[src/rtl/arbitro_pkg.sv]
// Shared types for the memory arbiter: FSM states, requester ids and the default timeout.
package arbitro_pkg;

    typedef enum logic [1:0] {
        IDLE = 2'd0,
        BUSY = 2'd1,
        RESP = 2'd2
    } estado_t;

    typedef enum logic {
        REQ_IF = 1'b0,
        REQ_DM = 1'b1
    } req_id_t;

    localparam int TIMEOUT_DEFAULT = 16;

endpackage

[src/rtl/contador_timeout.sv]
// Counts BUSY cycles; alcanzado marks the last cycle the memory is allowed to answer in.
module contador_timeout
    import arbitro_pkg::*;
#(
    parameter int TIMEOUT = TIMEOUT_DEFAULT
) (
    input  logic Clk,
    input  logic Rst_n,
    input  logic clear,
    input  logic enable,
    output logic alcanzado
);

    localparam int CW = $clog2(TIMEOUT);

    logic [CW-1:0] cnt;

    always_ff @(posedge Clk or negedge Rst_n) begin
        if (!Rst_n) begin
            cnt <= '0;
        end else if (clear) begin
            cnt <= '0;
        end else if (enable && !alcanzado) begin
            cnt <= cnt + CW'(1);
        end
    end

    // cnt is 0 in the first BUSY cycle, so TIMEOUT-1 is the TIMEOUT-th BUSY cycle
    assign alcanzado = (cnt == CW'(TIMEOUT - 1));

endmodule

[src/rtl/arbitro_memoria.sv]
// Round-robin arbiter sharing one memory port between instruction fetch (IF) and data (DM).
module arbitro_memoria
    import arbitro_pkg::*;
#(
    parameter int ADDR_W  = 32,
    parameter int DATA_W  = 32,
    parameter int TIMEOUT = TIMEOUT_DEFAULT
) (
    input  logic              Clk,
    input  logic              Rst_n,
    input  logic              IF_Req,
    input  logic [ADDR_W-1:0] IF_Addr,
    output logic              IF_Done,
    output logic [DATA_W-1:0] IF_RData,
    input  logic              DM_Req,
    input  logic              DM_We,
    input  logic [ADDR_W-1:0] DM_Addr,
    input  logic [DATA_W-1:0] DM_WData,
    output logic              DM_Done,
    output logic [DATA_W-1:0] DM_RData,
    output logic              Mem_Req,
    output logic              Mem_We,
    output logic [ADDR_W-1:0] Mem_Addr,
    output logic [DATA_W-1:0] Mem_WData,
    input  logic              Mem_Ready,
    input  logic [DATA_W-1:0] Mem_RData,
    output logic              Err,
    output logic              Err_Sticky,
    output logic              Busy
);

    estado_t estado;
    req_id_t dueno;
    req_id_t ultimo;
    req_id_t sel;
    logic    alcanzado;
    logic    cnt_clear;
    logic    cnt_enable;

    // On a conflict the requester that did not win last time gets the port
    always_comb begin
        sel = REQ_IF;
        if (DM_Req && (!IF_Req || ultimo == REQ_IF)) begin
            sel = REQ_DM;
        end
    end

    assign cnt_clear  = (estado != BUSY);
    assign cnt_enable = (estado == BUSY);

    contador_timeout #(
        .TIMEOUT (TIMEOUT)
    ) u_contador (
        .Clk       (Clk),
        .Rst_n     (Rst_n),
        .clear     (cnt_clear),
        .enable    (cnt_enable),
        .alcanzado (alcanzado)
    );

    always_ff @(posedge Clk or negedge Rst_n) begin
        if (!Rst_n) begin
            estado     <= IDLE;
            dueno      <= REQ_IF;
            ultimo     <= REQ_DM;
            Mem_Req    <= 1'b0;
            Mem_We     <= 1'b0;
            Mem_Addr   <= '0;
            Mem_WData  <= '0;
            IF_Done    <= 1'b0;
            DM_Done    <= 1'b0;
            IF_RData   <= '0;
            DM_RData   <= '0;
            Err        <= 1'b0;
            Err_Sticky <= 1'b0;
            Busy       <= 1'b0;
        end else begin
            IF_Done <= 1'b0;
            DM_Done <= 1'b0;
            Err     <= 1'b0;
            case (estado)
                IDLE: begin
                    if (IF_Req || DM_Req) begin
                        dueno  <= sel;
                        ultimo <= sel;
                        if (sel == REQ_DM) begin
                            Mem_Addr  <= DM_Addr;
                            Mem_We    <= DM_We;
                            Mem_WData <= DM_WData;
                        end else begin
                            Mem_Addr  <= IF_Addr;
                            Mem_We    <= 1'b0;
                            Mem_WData <= '0;
                        end
                        Mem_Req <= 1'b1;
                        Busy    <= 1'b1;
                        estado  <= BUSY;
                    end
                end
                BUSY: begin
                    // A ready in the last allowed cycle wins over the timeout
                    if (Mem_Ready || alcanzado) begin
                        Mem_Req <= 1'b0;
                        estado  <= RESP;
                        if (dueno == REQ_DM) begin
                            DM_Done <= 1'b1;
                        end else begin
                            IF_Done <= 1'b1;
                        end
                        if (!Mem_Ready) begin
                            Err        <= 1'b1;
                            Err_Sticky <= 1'b1;
                            if (dueno == REQ_DM) begin
                                DM_RData <= '0;
                            end else begin
                                IF_RData <= '0;
                            end
                        end else if (!Mem_We) begin
                            if (dueno == REQ_DM) begin
                                DM_RData <= Mem_RData;
                            end else begin
                                IF_RData <= Mem_RData;
                            end
                        end
                    end
                end
                RESP: begin
                    Busy   <= 1'b0;
                    estado <= IDLE;
                end
                default: begin
                    estado <= IDLE;
                end
            endcase
        end
    end

endmodule

[config.mk]
export PLATFORM = sky130hd
export DESIGN_NAME = arbitro_memoria
export DESIGN_NICKNAME = d
export VERILOG_FILES = /design/src/rtl/arbitro_pkg.sv /design/src/rtl/contador_timeout.sv /design/src/rtl/arbitro_memoria.sv
export SDC_FILE = /design/constraint.sdc
export NUM_CORES = 1
export LEC_CHECK = 0
export ABC_AREA = 1
export ABC_CLOCK_PERIOD_IN_PS = 1650
export CAP_MARGIN = 20
export CORE_MARGIN = 3
export CORE_UTILIZATION = 43
export CTS_CLUSTER_SIZE = 24
export DETAILED_ROUTE_END_ITERATION = 12
export PLACE_DENSITY_LB_ADDON = 0.15
export RECOVER_POWER = 100
export SETUP_SLACK_MARGIN = 0.05
export SLEW_MARGIN = 20
export SYNTH_ARGS = -nofsm -noshare
export SYNTH_HDL_FRONTEND = slang
export SYNTH_HIERARCHICAL = 1
export SYNTH_SLANG_ARGS = --single-unit
[constraint.sdc]
create_clock -name Clk -period 1.65 [get_ports Clk]
set_input_delay 0.495 -clock Clk [delete_from_list [all_inputs] [get_ports Clk]]
set_output_delay 0.495 -clock Clk [all_outputs]
set_load 0.01 [all_outputs]
==> flow_summary.yaml <==
cells_and_area:
  final_util_pct: 68.5
  antenna_cells: 0
  layout.cells.non_filler: 1278
  fillers: 1268
  drive_above_1_share_pct: 7.95
  area_growth_pct: 54.4
  fin_nets: 1216
routing:
  wl_mm: 19.8
  drc_errors: 0
  detail_route.first_pass.iterations: 5
  viasPerCell: 4.81
  wl_per_cell_um: 15.5
  vias: 6146
  antenna_left: 0
  drt_iter0_drc: 403
sta:
  finalMaxSlewViolations: 0
  hold_viol_final: 0
  finalClockSkew_ps: 8.18
  rsz0062_at_grt: "false"
  fmax_mhz: 627
  slew_headroom_pct: 59.8
  timing.final.crit_period_ps: 1590
  setup_slack_ps: 55.4
  tightestPinTransition_ps: 604
  final.period_utilization_pct: 96.6
  setup_viol: 0
  whs_ps: 462
pwr:
  seq_power_share_pct: 34.6
  sw_frac_of_total_pct: 36.8
  ir_worst_vdd_mv: 0.865
  p_sw_uw: 6320
  clkPwrFrac_pct: 23.8
  pwr_density_cell_mw_per_mm2: 1710
  p_int_uw: 10900
  combinationalPowerShare_pct: 41.6
  power_uw: 17200
  leakagePower_uw: 0.00565
cts:
  clkLatencyLatePin_ps: 420
  root_buffer: "clkbuf_16"
  cts-buffers-inserted: 17
  htreeDepth: 4
  cts.sinks: 143
  cts_tree: "built"
  clk_pin_slew_ps: 60
  cts.path.max_buffers: 2
synth:
  synth_area_leaders: "dfrtp_1 (55%), nand2_1 (22%), nand3_1 (7.7%)"
  yosysTopAreaCell: "dfrtp_1"
  ys_top_cells_by_count: "nand2_1 (374), dfrtp_1 (142), nand3_1 (100)"
  yosys_register_bits: 143
  yosysMostFrequentCell: "nand2_1"
  synth-main-ff-cell: "dfrtp_1"
  synth_top_area_share_pct: 54.7
  seq_area_frac_synth_pct: 55.1
  ys_types: 22
  postSynthCellCount: 801
  synth_edf_count: 0
  synthArstFlopShare_pct: 100
  synth_warnings: 6
  avgSynthCellArea_sq_um: 8.11
  syn-cell-area_sq_mm: 0.00650
  syn-num-nets: 936
global_route:
  grt_usage_pct: 23.6
  grt_pass1_wl_mm: 30.9
  antenna_found_initial: 0
  grt_pass1_vias: 6090
  grt_max_degree: 46
  grt_overflow_total: 0
place:
  dp.cells: 1238
  io_buffers: 268
  gp_congestion: 0.800
  hpwl_mm: 13.9
  dp_worst_setup_slack_ps: -253
setup_path:
  rr_endpoint: "DM_RData[22]$_DFFE_PN0P_"
  critPathCaptureType: "primary output"
  worstPathMaxFanout: 2
  r2r_setup_slack_ps: 100
  rr_worst_depth: 9
  reg2reg_from: "u_contador/cnt[1]$_DFFE_PN0P_"
  path_class: "flop to primary output"
  crit_buf_inv: 1
  cp_top_family: "flip-flops"
  required_ps: 1150
  crit_chain: "dlygate4sd2_1"
  cp_slowest_stage_delay_ps: 390
  crit_slowest_cell: "dfrtp_1"
  critPathLaunchType: "flop"
  cp.arrival_ps: 1100
status:
  status: "finished clean"
min_path:
  hold_start: "IF_RData[26]$_DFFE_PN0P_"
  whs_endpoint: "IF_RData[26]$_DFFE_PN0P_"
  whs_path_depth: 2
  hp-class: "flop to flop"
die:
  io-pin-count: 269
  initial_core_util_pct: 44.4
  chipWidth_um: 129
  core_area_sq_mm: 0.0146
  dieArea_sq_mm: 0.0166
  rows: 44
  die_h_um: 129
job:
  cap_violations: 0
[routing by layer]
metal / routed length (um) / GRT usage, % / up-vias
met3: 1690 / 7.93 / 18
met2: 9850 / 39.3 / 225
li1: - / - / 3018
met4: 270 / 6.86 / 0
met5: 0 / 0 / -
met1: 8000 / 29.3 / 2885
[power groups by stage]
| stage | registers, uW | clock network, uW | logic (uW) |
|---|---|---|---|
| 2_1_floorplan | 6650 | 0 | 2770 |
| 4_1_cts | 5960 | 4140 | 7210 |
| 3_5_place_dp | 6000 | 0 | 8090 |
| 5_1_grt | 6160 | 4290 | 7860 |
| 3_3_place_gp | 5980 | 0 | 7980 |
| 6_report | 5940 | 4090 | 7150 |
[metrics by stage]
stage	setup TNS, ps	instance area [sq um]
after CTS	0	10100
after global placement	-24470	9530
after floorplan	0	6500
after global routing	0	10000
after detailed placement	-27700	9530
final	0	10000
[worst max-delay path by stage]
stage	startpoint	to	cells after the start
3_5_place_dp	Mem_Ready	DM_RData[24]$_DFFE_PN0P_	7
2_1_floorplan	u_contador/cnt[0]$_DFFE_PN0P_	DM_RData[0]$_DFFE_PN0P_	9
5_1_grt	IF_RData[25]$_DFFE_PN0P_	IF_RData[25]	1
6_report	DM_RData[20]$_DFFE_PN0P_	DM_RData[20]	1
4_1_cts	Mem_Addr[21]$_DFFE_PN0P_	Mem_Addr[21]	1
3_3_place_gp	DM_Req	Mem_We$_DFFE_PN0P_	8
[sequential cells by signal (all words and copies together), names as in the netlist]
name / count
Mem_WData: 32
Mem_Req: 1
Mem_We: 1
estado: 2
Err_Sticky: 1
IF_Done: 1
ultimo: 1
dueno: 1
IF_RData: 32
u_contador/cnt: 4
Mem_Addr: 32
Busy: 1
Err: 1
DM_RData: 32
DM_Done: 1
[timing repair]
action | CTS | global route
hold buffers | 1 | 0
pin swaps | 0 | 4
cloned | 0 | 2
setup endpoints to repair | 135 | 139
gates resized for setup | 178 | 82
endpoints found under the hold margin | 26 | 0
setup buffers | 2 | 3
[cells in the final DEF (no fill, tap or decap), drive strengths merged]
master	count
clkinvlp	2
dfrtp	142
dfstp	1
clkdlybuf4s15	22
inv	76
nand2	380
nand3	100
nand3b	32
xor2	1
clkbuf	34
nand4	3
clkdlybuf4s50	132
bufinv	4
o21bai	1
clkinv	4
ha	1
o21ai	2
a21oi	1
dlygate4sd3	1
nor2	16
buf	31
dlygate4sd2	108
[area by class of cell]
class	instances	area, sq um	area share [%]
sequential	143	3580	35.7
timing repair buffer	306	2930	29.2
multi-input combinational	537	2370	23.7
clock buffer	22	474	4.73
inverter	76	285	2.84
tap	184	230	2.30
clock inverter	10	159	1.58
[logic make-up after synthesis]
kind of cell	after synthesis	share of synthesized area (%)
buf+inv	121	8.41
simple gates	531	35.6
fa+ha+maj	1	0.193
flops	143	55.1
compound gates	4	0.520
xor+xnor	1	0.135
No activity file was read; power rests on OpenSTA's default activity.
==> edit 1, RTL diff (same flow settings) <==
Set the package constant `TIMEOUT_DEFAULT` to 32 (it was 16).
--- a/src/rtl/arbitro_pkg.sv
+++ b/src/rtl/arbitro_pkg.sv
@@ -14,3 +14,3 @@
 
-    localparam int TIMEOUT_DEFAULT = 16;
+    localparam int TIMEOUT_DEFAULT = 32;
 
Check against the original RTL: no difference found for any inputs over 4 cycles, from zero or initial values and one cycle with Rst_n low; that may be too few to reach the edited logic, so the function may still have changed.
==> edit 1 against the original RTL <==
  * Final cell count up 0.31%
  * Design area increased by 2.3%
  * Clock skew about the same
  * Setup slack got worse by 0.049 ns
  * Total power down 0.29%
  * Synthesized area increased by 0.60%
  * Sequential cell count increased by 1
  * Wire length up 0.39%
  * Non-clock buffer count unchanged
  * Combinational power grew 5.9%
  * Critical endpoint is now DM_RData[9]
  * Largest cell class unchanged
  * Largest power group unchanged
==> edit 1: results (changes against the original RTL) <==
outcome completed; Combinational Power 7.57 mW (+5.9%); largest net degree at the start of global routing 46 (unchanged); sequential element share of the synthesized area 0.551 (+0.000559); clock skew 0.00859 ns (+0.000411 ns); Arrival @ worst endpoint 1.94 ns (+0.84 ns); antenna violations before repair 0 (unchanged); GRT Overall Usage 0.236 (+0.000592); Post-Syn Nets 943 (+0.75%); vias in the first global route 6,118 (+0.46%); area share of the largest cell type after synthesis 0.547 (+0.000583); CP max stage delay 0.36 ns (-0.03 ns); LEAKAGE 5.47 nW (-3.1%); clock share of power 0.205 (-0.033); Detailed Route Iter0 Violations 396 (-1.7%); internal power 10.7 mW (-1.8%); global-route wire length before repair 30,900 microns (+0.25%); Relative slew margins 0.622 (+0.0241); Final Wtd Congestion 0.819 (+2.4%); Filler cells 1,199 (-5.4%); Post-CTS Resized 182 (+2.2%); dpl hpwl 13,800 microns (-0.45%); Switching Share 0.377 (+0.00944); vias 6,201 (+0.89%); Peak VDD IR 1.17 mV (+36%); # Post-CTS Setup Buffers 0 (-2); WL final 19,900 microns (+0.39%); placed instance area 9660 sq um (+1.4%); share of layout cells above drive strength 1 0.114 (+0.0343); CP Max Fanout 20 (+18); synth cell count leaders nand2_1 (373), dfrtp_1 (143), nand3_1 (97); dpl cells 1,247 (+0.73%); Synth area leaders dfrtp_1 (55%), nand2_1 (21%), nand3_1 (7.4%); Synth Area in Adders 0.00383 (+0.00190); setup ws final 0.00636 ns (-0.0490 ns); cell family with most CP delay simple AND/OR/NAND/NOR gates; complex-gate fraction of the synthesized area 0.00670 (+0.00150); diode count 0 (unchanged); XOR/XNOR share of the synthesized area 0 (-0.00135); Via density 4.84 (+0.58%); dpl ws -0.240 ns (+0.0128 ns)
==> edit 1: cell type report <==
cell class	instances	area, sq um	share of cell area
Sequential cell	144	3600	0.351
Timing Repair Buffer	306	3060	0.299
Multi-Input combinational cell	542	2540	0.248
Clock buffer	22	464	0.0452
Inverter	76	290	0.0283
Tap cell	184	230	0.0224
Clock inverter	8	65.1	0.00634
==> edit 1: layer usage <==
metal	up-vias	GRT usage	share of wire
li1	3019	-	-
met1	2920	0.292	0.41
met2	228	0.388	0.48
met3	34	0.0758	0.078
met4	0	0.0914	0.026
met5	-	0	0
==> edit 1: worst paths after layout <==
kind	from	to	slack, ns	depth (start not counted)
min reg2reg	IF_RData[26]	IF_RData[26]	0.46	2
max reg2reg	u_contador/cnt[0]	DM_RData[9]	0.006	10
min in group asynchronous	Rst_n	IF_RData[8]	0.62	2
max in group asynchronous	Rst_n	Mem_WData[24]	0.24	3
min	IF_RData[26]	IF_RData[26]	0.46	2
max	u_contador/cnt[0]	DM_RData[9]	0.006	10
==> edit 2, RTL diff (config.mk and constraints unchanged) <==
Without the edit above. The 3 values of `estado_t` get a one-hot encoding in 3 bits.
--- a/src/rtl/arbitro_pkg.sv
+++ b/src/rtl/arbitro_pkg.sv
@@ -3,6 +3,6 @@
 
-    typedef enum logic [1:0] {
-        IDLE = 2'd0,
-        BUSY = 2'd1,
-        RESP = 2'd2
+    typedef enum logic [2:0] {
+        IDLE = 3'b001,
+        BUSY = 3'b010,
+        RESP = 3'b100
     } estado_t;
Formal check against the unedited RTL: same outputs for any inputs over 4 cycles, from zero or initial values and one cycle with Rst_n low; so few cycles prove little.
==> edit 2 against the original RTL <==
  * Via count is 1.6% higher
  * Sequential cell count up 1
  * Non-clock buffer count is 12 higher
  * Design area rose by 1.9%
  * Synthesized cell count grew 0.75%
  * Synthesized area is 0.42% lower
  * Combinational power grew 2%
  * Global-route usage rose by 0.16 points
  * Total power is 0.88% higher
  * First-iteration DRC count down 30%
  * Fmax up 1.4%
  * Wire length is 0.22% lower
  * Setup slack gained 0.023 ns
  * Critical endpoint is now IF_RData[3]
==> edit 2: results (changes against the original RTL) <==
Filler cells 1,190 (-6.2%); Post-Syn Nets 942 (+0.64%); Min-Delay Endpoint ultimo; dpl hpwl 14,200 microns (+2.3%); global-route wire length before repair 30,900 microns (+0.14%); complex-gate fraction of the synthesized area 0.0296 (+0.0244); XOR/XNOR share of the synthesized area 0.00135 (+0.00000573); crit path to IF_RData[3]; largest net degree at the start of global routing 50 (+8.7%); met1 Use GR 0.282 (-0.0109); dpl cells 1,253 (+1.2%); post-synthesis cell type count 23 (+4.5%); Synth area leaders dfrtp_1 (55%), nand2_1 (24%), nand3_1 (7.9%); Final nets 1,230 (+1.2%); worst slew pin tran 0.548 ns (-0.0556 ns); met2 Usage GRT 0.384 (-0.00854); WL final 19,800 microns (-0.22%); Post-Syn Area per Cell 8.02 sq um (-1.2%); area leader, netlist dfrtp_1; vias 6,247 (+1.6%); outcome completed; Synth Warn # 6 (unchanged); share of layout cells above drive strength 1 0.106 (+0.0270); sequential element share of the synthesized area 0.557 (+0.00641); met3 GRT Util 0.0959 (+0.0166); min-delay src ultimo; CP max stage cell dfrtp_1; Synth Area in Adders 0.00193 (+0.00000819); post-route minimum period 1.57 ns (-0.0226 ns); dpl ws -0.286 ns (-0.0336 ns); GRT Overall Usage 0.237 (+0.00157); Via density 4.84 (+0.54%); crit path from IF_RData[3]; synth cell count leaders nand2_1 (407), dfrtp_1 (142), nand3_1 (102); clock skew 0.00871 ns (+0.000531 ns); r2r endpoint IF_RData[13]; vias in the first global route 6,129 (+0.64%); LEAKAGE 5.43 nW (-3.9%); Detailed Route Iter0 Violations 281 (-30%)
[edit 2: cell types whose count changed after synthesis, sizes merged]
cell	delta
nand4	-1
clkbuf	+7
nand2	+29
nand3	+4
inv	-30
nor2	-3
nor3	+1
nand3b	-32
o21ai	+33
dfstp	+1
buf	-3
[edit 2: metal layers]
layer  vias to the layer above  share of wire
met5                         -              0
met4                         0          0.035
met3                        49          0.084
met2                       218           0.48
met1                      2900           0.40
li1                       3080              -
[edit 2: layout make-up]
| class | count | area (sq um) | area share |
|---|---|---|---|
| sequential | 144 | 3610 | 0.353 |
| tap | 184 | 230 | 0.0225 |
| inverter | 46 | 173 | 0.0169 |
| timing repair buffer | 318 | 3190 | 0.312 |
| clock buffer | 19 | 433 | 0.0423 |
| multi-input combinational | 568 | 2410 | 0.235 |
| clock inverter | 13 | 189 | 0.0185 |
[edit 2: logic make-up (layout without fill, tap and decap cells)]
kind of cell | count (synthesis) | count (layout)
AND/OR/NAND/NOR | 529 | 529
XOR/XNOR | 1 | 1
buffers and inverters | 95 | 396
flip-flops | 144 | 144
AO/OA/AOI/OAI | 37 | 37
adder cells (fa/ha/maj) | 1 | 1
[edit 2: tightest hold or removal path, cell delays in order, from the launching register on]
cell	delay (ns)
dfstp_2	0.37
nand2_1	0.05
nand2_1	0.05
[edit 2: power by group]
group          switching [mW]  total, mW  leakage [nW]  internal [mW]
registers               0.883       6.00          1.86           5.12
logic                    3.91       7.27          3.28           3.37
clock network            1.52       4.06         0.285           2.53
total                    6.31       17.3          5.43           11.0
[edit 2: repair_timing]
item | in CTS | in global routing
pin swaps | 0 | 3
gates resized for setup | 208 | 89
buffers inserted | 0 | 4
hold buffers | 1 | 0
cloned | 0 | 2
hold endpoints to repair | 14 | 0
setup endpoints to repair | 135 | 142
